### config.mk
export PLATFORM = sky130hd
export DESIGN_NAME = lsu_mem_master
export DESIGN_NICKNAME = d
export VERILOG_FILES = /design/src/rtl/lsu_pkg.sv /design/src/rtl/lsu_load_fmt.sv /design/src/rtl/lsu_mem_master.sv
export SDC_FILE = /design/constraint.sdc
export NUM_CORES = 1
export LEC_CHECK = 0
export CAP_MARGIN = 20
export CORE_AREA = 2 2 158 160
export CTS_BUF_LIST = sky130_fd_sc_hd__clkbuf_4
export DETAILED_ROUTE_END_ITERATION = 12
export DIE_AREA = 0 0 160 162
export PLACE_DENSITY_LB_ADDON = 0.2
export REMOVE_ABC_BUFFERS = 1
export SYNTH_ARGS = -nofsm -noshare
export SYNTH_HDL_FRONTEND = slang
export SYNTH_SLANG_ARGS = --single-unit
### constraint.sdc
create_clock -name clk -period 5.9 [get_ports clk]
set_clock_uncertainty 0.2 [all_clocks]
set_input_delay 1.18 -clock clk [delete_from_list [all_inputs] [get_ports clk]]
set_output_delay 1.18 -clock clk [all_outputs]
set_load 0.02 [all_outputs]
### src/rtl/lsu_pkg.sv
// lsu_pkg -- opcodes, FSM state type and opcode classification for the LSU. Rev 1.0
`default_nettype none
package lsu_pkg;

  localparam logic [5:0] OP_LWZ = 6'd32;
  localparam logic [5:0] OP_LBZ = 6'd34;
  localparam logic [5:0] OP_STW = 6'd36;
  localparam logic [5:0] OP_STB = 6'd38;
  localparam logic [5:0] OP_LHZ = 6'd40;
  localparam logic [5:0] OP_LHA = 6'd42;
  localparam logic [5:0] OP_STH = 6'd44;
  localparam logic [5:0] OP_LD  = 6'd58;
  localparam logic [5:0] OP_STD = 6'd62;

  typedef enum logic [1:0] {
    S_IDLE  = 2'd0,
    S_LOAD  = 2'd1,
    S_STORE = 2'd2,
    S_RESP  = 2'd3
  } state_t;

  function automatic logic is_load(input logic [5:0] op);
    return (op == OP_LWZ) || (op == OP_LBZ) || (op == OP_LHZ) ||
           (op == OP_LHA) || (op == OP_LD);
  endfunction

  function automatic logic is_store(input logic [5:0] op);
    return (op == OP_STW) || (op == OP_STB) || (op == OP_STH) || (op == OP_STD);
  endfunction

endpackage
`default_nettype wire

### src/rtl/lsu_load_fmt.sv
// lsu_load_fmt -- formats raw ReadData by load opcode; LSU_SIGN_EXT_EN makes lha sign-extend. Rev 1.0
`default_nettype none
module lsu_load_fmt
  import lsu_pkg::*;
(
  input  logic [5:0]  opcode,
  input  logic [63:0] rdata,
  output logic [63:0] data
);

  always_comb begin
    data = 64'd0;
    case (opcode)
      OP_LBZ: data = {56'd0, rdata[7:0]};
      OP_LHZ: data = {48'd0, rdata[15:0]};
`ifdef LSU_SIGN_EXT_EN
      OP_LHA: data = {{48{rdata[15]}}, rdata[15:0]};
`else
      OP_LHA: data = {48'd0, rdata[15:0]};
`endif
      OP_LWZ: data = {32'd0, rdata[31:0]};
      OP_LD:  data = rdata;
      default: data = 64'd0;
    endcase
  end

endmodule
`default_nettype wire

### src/rtl/lsu_mem_master.sv
// lsu_mem_master -- sequences one load/store per request against a fixed-latency data memory.
// Build option LSU_SIGN_EXT_EN (see lsu_load_fmt) selects lha sign extension. Rev 1.0
`default_nettype none
module lsu_mem_master
  import lsu_pkg::*;
#(
  parameter int MEM_LAT = 1
) (
  input  logic        clk,
  input  logic        rst,
  input  logic        req_valid,
  output logic        req_ready,
  input  logic [5:0]  req_opcode,
  input  logic [63:0] req_addr,
  input  logic [63:0] req_wdata,
  output logic        resp_valid,
  output logic [63:0] resp_data,
  output logic        resp_illegal,
  output logic        MemRead,
  output logic        MemWrite,
  output logic [63:0] mem_address,
  output logic [63:0] mem_wdata,
  output logic [5:0]  mem_opcode,
  input  logic [63:0] mem_rdata
);

  state_t      state;
  state_t      state_next;
  logic [3:0]  cnt;
  logic        accept;
  logic        req_is_load;
  logic        req_is_store;
  logic [63:0] fmt_data;

  assign accept       = req_valid && (state == S_IDLE);
  assign req_is_load  = is_load(req_opcode);
  assign req_is_store = is_store(req_opcode);

  always_ff @(posedge clk) begin
    if (rst) state <= S_IDLE;
    else     state <= state_next;
  end

  always_comb begin
    state_next = state;
    req_ready  = 1'b0;
    MemRead    = 1'b0;
    MemWrite   = 1'b0;
    resp_valid = 1'b0;
    case (state)
      S_IDLE: begin
        req_ready = 1'b1;
        if (req_valid) begin
          if (req_is_load)       state_next = S_LOAD;
          else if (req_is_store) state_next = S_STORE;
          else                   state_next = S_RESP;
        end
      end
      S_LOAD: begin
        MemRead = 1'b1;
        if (cnt <= 4'd1) state_next = S_RESP;
      end
      S_STORE: begin
        // A reset arriving during the store cycle must keep the write from landing.
        MemWrite   = !rst;
        state_next = S_RESP;
      end
      S_RESP: begin
        resp_valid = 1'b1;
        state_next = S_IDLE;
      end
      default: state_next = S_IDLE;
    endcase
  end

  always_ff @(posedge clk) begin
    if (rst) begin
      cnt          <= 4'd0;
      resp_data    <= 64'd0;
      resp_illegal <= 1'b0;
      mem_address  <= 64'd0;
      mem_wdata    <= 64'd0;
      mem_opcode   <= 6'd0;
    end else begin
      if (accept) begin
        if (req_is_load || req_is_store) begin
          mem_address <= req_addr;
          mem_wdata   <= req_wdata;
          mem_opcode  <= req_opcode;
        end else begin
          resp_data    <= 64'd0;
          resp_illegal <= 1'b1;
        end
        if (req_is_load) cnt <= 4'(MEM_LAT);
      end
      if (state == S_LOAD) begin
        cnt <= cnt - 4'd1;
        if (cnt <= 4'd1) begin
          resp_data    <= fmt_data;
          resp_illegal <= 1'b0;
        end
      end
      if (state == S_STORE) begin
        resp_data    <= 64'd0;
        resp_illegal <= 1'b0;
      end
    end
  end

  lsu_load_fmt u_load_fmt (
    .opcode (mem_opcode),
    .rdata  (mem_rdata),
    .data   (fmt_data)
  );

endmodule
`default_nettype wire

# Word-level counts from Yosys, hierarchy flattened
# Cells that the tools add are included.
word_totals:
  reg_bits: 205
  input_bits: 201
op_classes:
  add_sub_neg: 1
  order_cmp: 1
  eq_ne: 19
  mux: 21
  n_reduce_logical: 18
ops:
  columns: ["op", "n"]
  rows:
  - ["64-bit two-way mux", 4]
  - ["64-bit case mux with 4 select lines", 1]
  - ["6-bit equality test (second input constant)", 14]
  - ["4-bit two-way mux", 3]
  - ["1-bit two-way mux", 9]
  - ["1-bit logical OR", 8]
  - ["2-bit case mux with 4 select lines", 1]
  - ["2-bit two-way mux", 3]
  - ["2-bit AND reduction", 3]
  - ["2-bit equality test (second input constant)", 2]
  - ["4-bit by 1-bit less-or-equal comparator with 1-bit output (second input constant)", 1]
  - ["2-bit != test (second input constant)", 2]
  - ["2-bit nonzero test", 2]
  - ["2-bit OR reduction", 2]
  - ["4-bit by 1-bit subtractor with 4-bit output (second input constant)", 1]
  - ["2-bit by 1-bit equality test with 1-bit output (second input constant)", 1]
  - ["2-bit logical NOT", 1]
  - ["1-bit logical AND", 1]
  - ["1-bit logical NOT", 1]

# Logic depth before layout (Yosys ltp)
# Gate-level depths: netlist (run 1).
depth:
  word_depth: 10
  ltp_mapped: 9
  depth_no_buf: 6

# Modules after synthesis
# A second synthesis (run 1) with hierarchy kept.
unflattened:
  hier_cells: 920
  hier_area_um2: 7792.5
modules_own_cells:
  columns: ["mod", "instances", "cells_per_inst", "area_per_inst_um2", "seq_area_each_um2"]
  rows:
  - ["lsu_mem_master", 1, 779, 7016.7, 4103.9]
  - ["lsu_load_fmt", 1, 141, 775.7, 0.0]

# Worst setup path after synthesis (run 1)
# OpenSTA, ideal clock, no wires.
synth_path:
  kind: "in2out"
  from: "in rst"
  to: "out MemWrite"
  arrival_time_ps: 1920
  t_required_ps: 4520
  setup_slack_ps: 2600
  cell_stages: 3
  path_cell_list: "clkbuf_1 -> clkbuf_1 -> nor2b_1"
synth_via:
  elab_chain_cells: 2
synth_rtl:
  columns: ["item", "line_no", "text"]
  rows:
  - ["start: declaration", "lsu_mem_master.sv:10", "input logic rst,"]
  - ["1-bit logical NOT", "lsu_mem_master.sv:65", "MemWrite = !rst;"]
  - ["1-bit two-way mux", "lsu_mem_master.sv:50", "case (state)"]
  - ["end: declaration", "lsu_mem_master.sv:20", "output logic MemWrite,"]
# Every way passes these cells.

# Worst setup path in the final report (run 1)
layout_path:
  from: "reg state[1]"
  to: "out MemRead"
layout_via:
  elab_chain_cells: 2
layout_rtl:
  columns: ["item", "line_no", "text"]
  rows:
  - ["start: declaration", "lsu_mem_master.sv:27", "state_t state;"]
  - ["start signal: assignment", "lsu_mem_master.sv:41", "else state <= state_next;"]
  - ["2-bit by 1-bit equality test with 1-bit output", "lsu_mem_master.sv:50", null]
  - ["1-bit two-way mux", "lsu_mem_master.sv:50", null]
  - ["end: declaration", "lsu_mem_master.sv:19", "output logic MemRead,"]
# Every way passes these cells.

==> results of run 1 <==
[state kept, by name (all words and copies together) (netlist names)]
| name | flops |
|---|---|
| cnt | 4 |
| mem_address | 64 |
| state | 2 |
| resp_data | 64 |
| mem_wdata | 64 |
| mem_opcode | 6 |
| resp_illegal | 1 |
[worst paths after layout]
check | startpoint | to | cells after the start
worst max-delay path | state[1]$_SDFFE_PP0P_ | MemRead | 3
worst min-delay path | mem_wdata[57]$_SDFFE_PP0P_ | mem_wdata[57]$_SDFFE_PP0P_ | 2
worst max register to register | state[0]$_SDFFE_PP0P_ | mem_address[26]$_SDFFE_PP0P_ | 7
worst min register to register | mem_wdata[57]$_SDFFE_PP0P_ | mem_wdata[57]$_SDFFE_PP0P_ | 2
[routing by layer]
metal	vias up	routed length [um]
met1	3211	10000
met5	-	0
li1	3536	-
met2	316	11800
met3	46	2960
met4	0	539
[cell usage after synthesis]
cell type and n:
a2111oi_0 1, a2111oi_4 1, a211o_1 1, a211oi_1 1, a211oi_2 1, a21boi_2 1, a21o_1 1, a21oi_1 133
a22o_1 52, a22o_2 12, a31oi_1 2, a32oi_1 1, and2_1 1, and3b_2 1, and4b_4 1, buf_1 5
buf_2 6, buf_6 6, clkbuf_1 39, dfxtp_1 205, ha_1 6, inv_1 4, nand2_1 264, nand2b_1 4
nand3_1 1, nand3b_1 7, nor2_1 8, nor2b_1 2, nor3_1 5, nor3b_1 1, nor4_2 1, nor4b_1 1
o21a_1 1, o311a_4 1, o31a_1 1, o32ai_1 2, or3_1 1, or4_1 2, or4_2 2, or4b_1 1
[logic make-up (layout without fill, tap and decap cells)]
group,count (synthesis),in the layout
simple gates,303,303
other cells,0,3
flops,205,205
compound gates,212,212
fa+ha+maj,6,6
buf+inv,60,519
[cell type report]
| class | count | area [sq um] | area share, % |
|---|---|---|---|
| diodes | 3 | 7.51 | 0.0619 |
| clock buffers | 93 | 698 | 5.76 |
| clock inverters | 8 | 33.8 | 0.279 |
| inverters | 4 | 15.0 | 0.124 |
| multi-input cells | 521 | 2740 | 22.6 |
| flip-flops and latches | 205 | 4100 | 33.9 |
| well taps | 324 | 405 | 3.34 |
| repair buffers | 414 | 4120 | 34.0 |
[stage by stage]
step / TNS (ps) / hold slack (ps) / instances / util (%)
final: 0 / 251 / 1572 / 50.3
after global routing: 0 / 269 / 1572 / 50.3
after CTS: 0 / 254 / 1567 / 50.2
after detailed placement: 0 / 246 / 1466 / 47.1
after global placement: 0 / 240 / 1466 / 47.1
after floorplan: -183910 / 272 / 730 / -
[power groups by stage]
| stage | clock network [mW] | logic, mW | registers (mW) |
|---|---|---|---|
| after floorplan | 0 | 0.243 | 1.54 |
| after global placement | 0 | 0.601 | 1.50 |
| after detailed placement | 0 | 0.603 | 1.51 |
| after CTS | 1.34 | 0.604 | 1.47 |
| after global routing | 1.42 | 0.651 | 1.48 |
| final | 1.28 | 0.598 | 1.48 |
[worst max-delay path: stages, from the launching register on]
cell and delay, ps:
dfxtp_1 340, inv_1 80, ha_1 490, clkdlybuf4s50_1 720
==> results.py, run 1 <==
metrics = {
    "global_route": {
        "antenna_found_initial": 3,
        "grt_start_max_net_pins": 92,
        "track_usage_pct": 18.5,
        "gr-usage-met1_pct": 20.5,
        "grt_pass1_vias": 7000,
        "use_met2_pct": 30.3,
        "top_usage_layer": "met2",
        "grt_pass1_wl_mm": 38.3,
        "grt-ovfl-total": 0,
        "met3_usage_pct": 9.50,
    },
    "cts": {
        "numCtsBuffers": 56,
        "postCtsHoldBufs": 0,
        "clk_path_buf_depth": 3,
        "cts_htree_levels": 2,
        "cts_tree": "yes",
        "clk_latency_ps": 650,
        "clock-sinks": 205,
        "cts_resized": 0,
        "cts_setup_buffers": 0,
        "ctsRootBufferMaster": "clkbuf_4",
        "clk_pin_slew_ps": 60,
    },
    "timing": {
        "period_share_pct": 61.8,
        "slew_viol_final": 0,
        "worst_slew_pin_slew_ps": 1050,
        "rsz0062_at_grt": "no",
        "fmax_mhz": 274,
        "slew_headroom_pct": 29.9,
        "finalHoldViolCount": 0,
        "timing.final.crit_period_ps": 3650,
        "layout_setup_ws_ps": 2250,
        "setup_violations": 0,
    },
    "logic_synthesis": {
        "synth_top_cell_by_area": "dfxtp_1",
        "synth-xor-area-share_pct": 0,
        "synth_top_family_by_area": "compound AO/OA/AOI/OAI gates",
        "yosys_warnings": 0,
        "synth_mux_area_share_pct": 0,
        "synth_seq_cells": 205,
        "syn-cell-area_sq_um": 7110,
        "avgSynthCellArea_sq_um": 9.04,
        "synth-seq-area-share_pct": 57.7,
        "synth-simple-area-share_pct": 17.6,
        "synth_compound_area_share_pct": 19.7,
        "yosys.area_share.adder_pct": 1.06,
        "synth.distinct_cells": 40,
        "netlist.area_leader.share_pct": 57.7,
        "syn-instance-count": 786,
        "synth_area_leaders": "dfxtp_1, nand2_1, a21oi_1",
    },
    "power": {
        "switching_share_pct": 27.6,
        "peakVddDrop_mv": 0.139,
        "power_mw": 3.36,
        "p_leak_nw": 4.29,
        "p_sw_mw": 0.927,
        "seq_power_share_pct": 44.0,
        "clock_power_share_pct": 38.2,
        "power.internal_mw": 2.43,
        "comb_power_share_pct": 17.8,
        "p_per_area_nw_per_um2": 277,
    },
    "run_status": {
        "outcome": "finished clean",
    },
    "setup_path": {
        "startpoint_type": "flip-flop",
        "reg2reg_slack_ps": 3110,
        "required_ps": 4520,
        "arrival_ps": 2270,
        "critical_path_class": "flip-flop to output pin",
        "end_kind": "output pin",
        "crit_fanout": 15,
    },
    "cells_and_area": {
        "design_area_sq_um": 12100,
        "final_common_cell": "clkdlybuf4s50_1",
        "nets": 1409,
        "fillers": 2326,
        "drive_gt1_share_pct": 10.3,
        "final_cell_mix": "clkdlybuf4s50_1, nand2_1, dfxtp_1",
        "synthToLayoutAreaGrowth_pct": 70.6,
    },
    "route": {
        "viasPerCell": 4.52,
        "drt_iter0_markers": 334,
        "drcViolationCount": 0,
        "wl_per_cell_um": 16.1,
        "num_vias": 7109,
        "final_antenna_net_count": 0,
        "drt-total-wl_mm": 25.3,
        "first_pass_iters": 4,
    },
    "floorplanning": {
        "die_h_um": 162,
        "die_area_sq_um": 25900,
        "ios": 404,
        "die_w_um": 160,
        "initial_core_util_pct": 29.5,
        "coreArea_sq_um": 24100,
        "core.rowCount": 57,
    },
    "placement": {
        "placed_area_sq_um": 11400,
        "dpl.hpwl_mm": 17.5,
        "gp_congestion": 0.766,
        "io_buffers": 403,
        "pre_cts_ws_ps": 1960,
    },
    "flow_run": {
        "drv_cap": 0,
    },
    "hold_path": {
        "hp-class": "flip-flop to flip-flop",
    },
}
Power figures use the tool's default switching activity.
==> inputs of run 2 (changes only) <==
--- a/config.mk
+++ b/config.mk
@@ -6,10 +6,10 @@
 export NUM_CORES = 1
 export LEC_CHECK = 0
 export CAP_MARGIN = 20
-export CORE_AREA = 2 2 158 160
+export CORE_AREA = 2 2 157 159
 export CTS_BUF_LIST = sky130_fd_sc_hd__clkbuf_4
 export DETAILED_ROUTE_END_ITERATION = 12
-export DIE_AREA = 0 0 160 162
+export DIE_AREA = 0 0 159 161
 export PLACE_DENSITY_LB_ADDON = 0.2
 export REMOVE_ABC_BUFFERS = 1
 export SYNTH_ARGS = -nofsm -noshare
==> constraint.sdc (replaced) <==
create_clock -name clk -period 2.9 [get_ports clk]
set_clock_uncertainty 0.2 [all_clocks]
set_input_delay 0.58 -clock clk [delete_from_list [all_inputs] [get_ports clk]]
set_output_delay 0.58 -clock clk [all_outputs]
set_load 0.02 [all_outputs]
==> run 2 against run 1 <==
  * Non-clock buffer count grew 8
  * Power grew 100%
  * Sequential cell count is the same
  * Die area shrank 1.2%
  * Critical path type unchanged
  * Largest power group unchanged
==> results.py, run 2 (same netlist as run 1, synthesis figures left out) <==
metrics = {
    "setup_path": {
        "r2r-start": "state[0]$_SDFFE_PP0P_",
        "startpoint_type": "flip-flop",
        "required_ps": 2120,
        "arrival_ps": 1910,
        "crit_fanout": 4,
        "critical_path_class": "flip-flop to output pin",
        "rr_worst_depth": 6,
        "end_kind": "output pin",
        "rr_endpoint": "resp_data[5]$_SDFF_PP0_",
        "reg2reg_slack_ps": 470,
    },
    "cts": {
        "clock-sinks": 205,
        "cts_htree_levels": 2,
        "clk_latency_ps": 650,
        "postCtsHoldBufs": 0,
        "numCtsBuffers": 58,
        "clk_pin_slew_ps": 70,
        "clk_path_buf_depth": 3,
        "cts_tree": "yes",
        "ctsRootBufferMaster": "clkbuf_4",
    },
    "route": {
        "viasPerCell": 4.56,
        "drt_iter0_markers": 407,
        "dr_wl_met3_mm": 3.09,
        "wl_per_cell_um": 16.3,
        "top_layer": "met4",
        "drt-total-wl_mm": 25.7,
        "drcViolationCount": 0,
        "first_pass_iters": 4,
        "final_antenna_net_count": 0,
        "wl_met1_mm": 10.0,
        "wl_met2_mm": 12.0,
        "num_vias": 7161,
    },
    "placement": {
        "pre_cts_ws_ps": 70.7,
        "dpl.hpwl_mm": 18.0,
        "gp_congestion": 0.806,
        "dp.cells": 1476,
        "io_buffers": 403,
    },
    "run_status": {
        "outcome": "finished clean",
    },
    "timing": {
        "rsz0062_at_grt": "no",
        "slew_headroom_pct": 50.4,
        "slew_viol_final": 0,
        "fmax_mhz": 371,
        "tns_ps": 0,
        "layout_setup_ws_ps": 207,
        "timing.final.crit_period_ps": 2690,
        "setup_violations": 0,
        "finalHoldViolCount": 0,
        "period_share_pct": 92.9,
        "worst_slew_pin_slew_ps": 745,
        "hold_slack_ps": 89.8,
    },
    "hold_path": {
        "hold_end": "mem_opcode[1]$_SDFFE_PP0P_",
        "hold_path_startpoint": "rst",
        "hp-class": "input pin to flip-flop",
        "holdPathStages": 2,
    },
    "power": {
        "p_per_area_nw_per_um2": 556,
        "seq_power_share_pct": 44.1,
        "peakVddDrop_mv": 0.288,
        "p_sw_mw": 1.91,
        "clock_power_share_pct": 37.3,
        "comb_power_share_pct": 18.6,
        "p_leak_nw": 4.35,
        "switching_share_pct": 28.0,
        "power.internal_mw": 4.90,
    },
    "cells_and_area": {
        "synthToLayoutAreaGrowth_pct": 72.1,
        "nets": 1419,
        "final_cell_mix": "clkdlybuf4s50_1, nand2_1, dfxtp_1",
        "final_common_cell": "clkdlybuf4s50_1",
        "fillers": 2321,
        "drive_gt1_share_pct": 10.3,
        "fin_cells": 1572,
        "largest_registers": "mem_address x64, mem_wdata x64, resp_data x64",
    },
    "floorplanning": {
        "initial_core_util_pct": 29.7,
        "die_h_um": 161,
        "ios": 404,
        "core.rowCount": 57,
        "coreArea_sq_um": 24000,
        "die_w_um": 159,
        "die_area_sq_um": 25600,
    },
    "global_route": {
        "grt-ovfl-total": 0,
        "grt_start_max_net_pins": 80,
        "antenna_found_initial": 1,
        "grt_pass1_wl_mm": 38.8,
        "grt_pass1_vias": 7084,
        "track_usage_pct": 19.1,
    },
    "flow_run": {
        "drv_cap": 0,
    },
}
[run 2: changes by cell type in the layout (fill, tap and decap cells not counted), sizes merged]
cell and delta:
clkbuf -14, buf +10, clkinv +4, clkdlybuf4s50 -2
diode -2, dlygate4sd2 +2, inv +2, bufinv +1
clkinvlp -1
[run 2: worst max-delay path by stage]
stage | slack, ps | endpoint | from
2_1_floorplan | -3870 | mem_address[0]$_SDFFE_PP0P_ | state[0]$_SDFFE_PP0P_
3_3_place_gp | 70 | resp_data[9]$_SDFF_PP0_ | req_opcode[4]
3_5_place_dp | 70 | resp_data[13]$_SDFF_PP0_ | req_opcode[1]
4_1_cts | 110 | MemRead | state[1]$_SDFFE_PP0P_
5_1_grt | 70 | MemRead | state[1]$_SDFFE_PP0P_
6_report | 210 | MemRead | state[1]$_SDFFE_PP0P_
[run 2: layout make-up]
type,instances,area [sq um],share of cell area [%]
antenna,1,2.50,0.0205
clock buffer,81,608,4.97
clock inverter,14,81.3,0.665
inverter,4,15.0,0.123
multi-input combinational,521,2750,22.4
sequential,205,4100,33.5
tap,324,405,3.31
timing repair buffer,422,4270,34.9
[run 2: timing repair]
action                     in CTS  in global routing
setup buffers                   0                  0
gates resized for setup         2                  0
setup endpoints to repair       2                  0
[run 2: power groups by stage]
| stage | clock [mW] | combinational, mW | sequential [mW] |
|---|---|---|---|
| after floorplan | 0 | 0.494 | 3.14 |
| after global placement | 0 | 1.28 | 3.06 |
| after detailed placement | 0 | 1.28 | 3.06 |
| after CTS | 2.66 | 1.28 | 3.00 |
| after global routing | 2.80 | 1.37 | 3.01 |
| final | 2.54 | 1.27 | 3.00 |
[run 2: routing by layer]
layer	GRT usage [%]	vias to the layer above
met2	31.8	327
met3	10.0	42
met5	0	-
li1	-	3555
met1	20.7	3237
met4	6.78	0
[run 2: through the flow]
step | power [mW] | cell area, sq um | util (%)
detailed placement | 4.34 | 11500 | 48.2
finish | 6.81 | 12200 | 51.1
CTS | 6.93 | 12200 | 51.0
global route | 7.19 | 12200 | 51.1
floorplan | 3.63 | 6840 | -
global placement | 4.33 | 11500 | 48.2
[run 2: critical path, stage by stage (launching register included)]
cell	delay, ps
dfxtp_1	340
inv_1	90
ha_1	220
clkdlybuf4s50_1	630
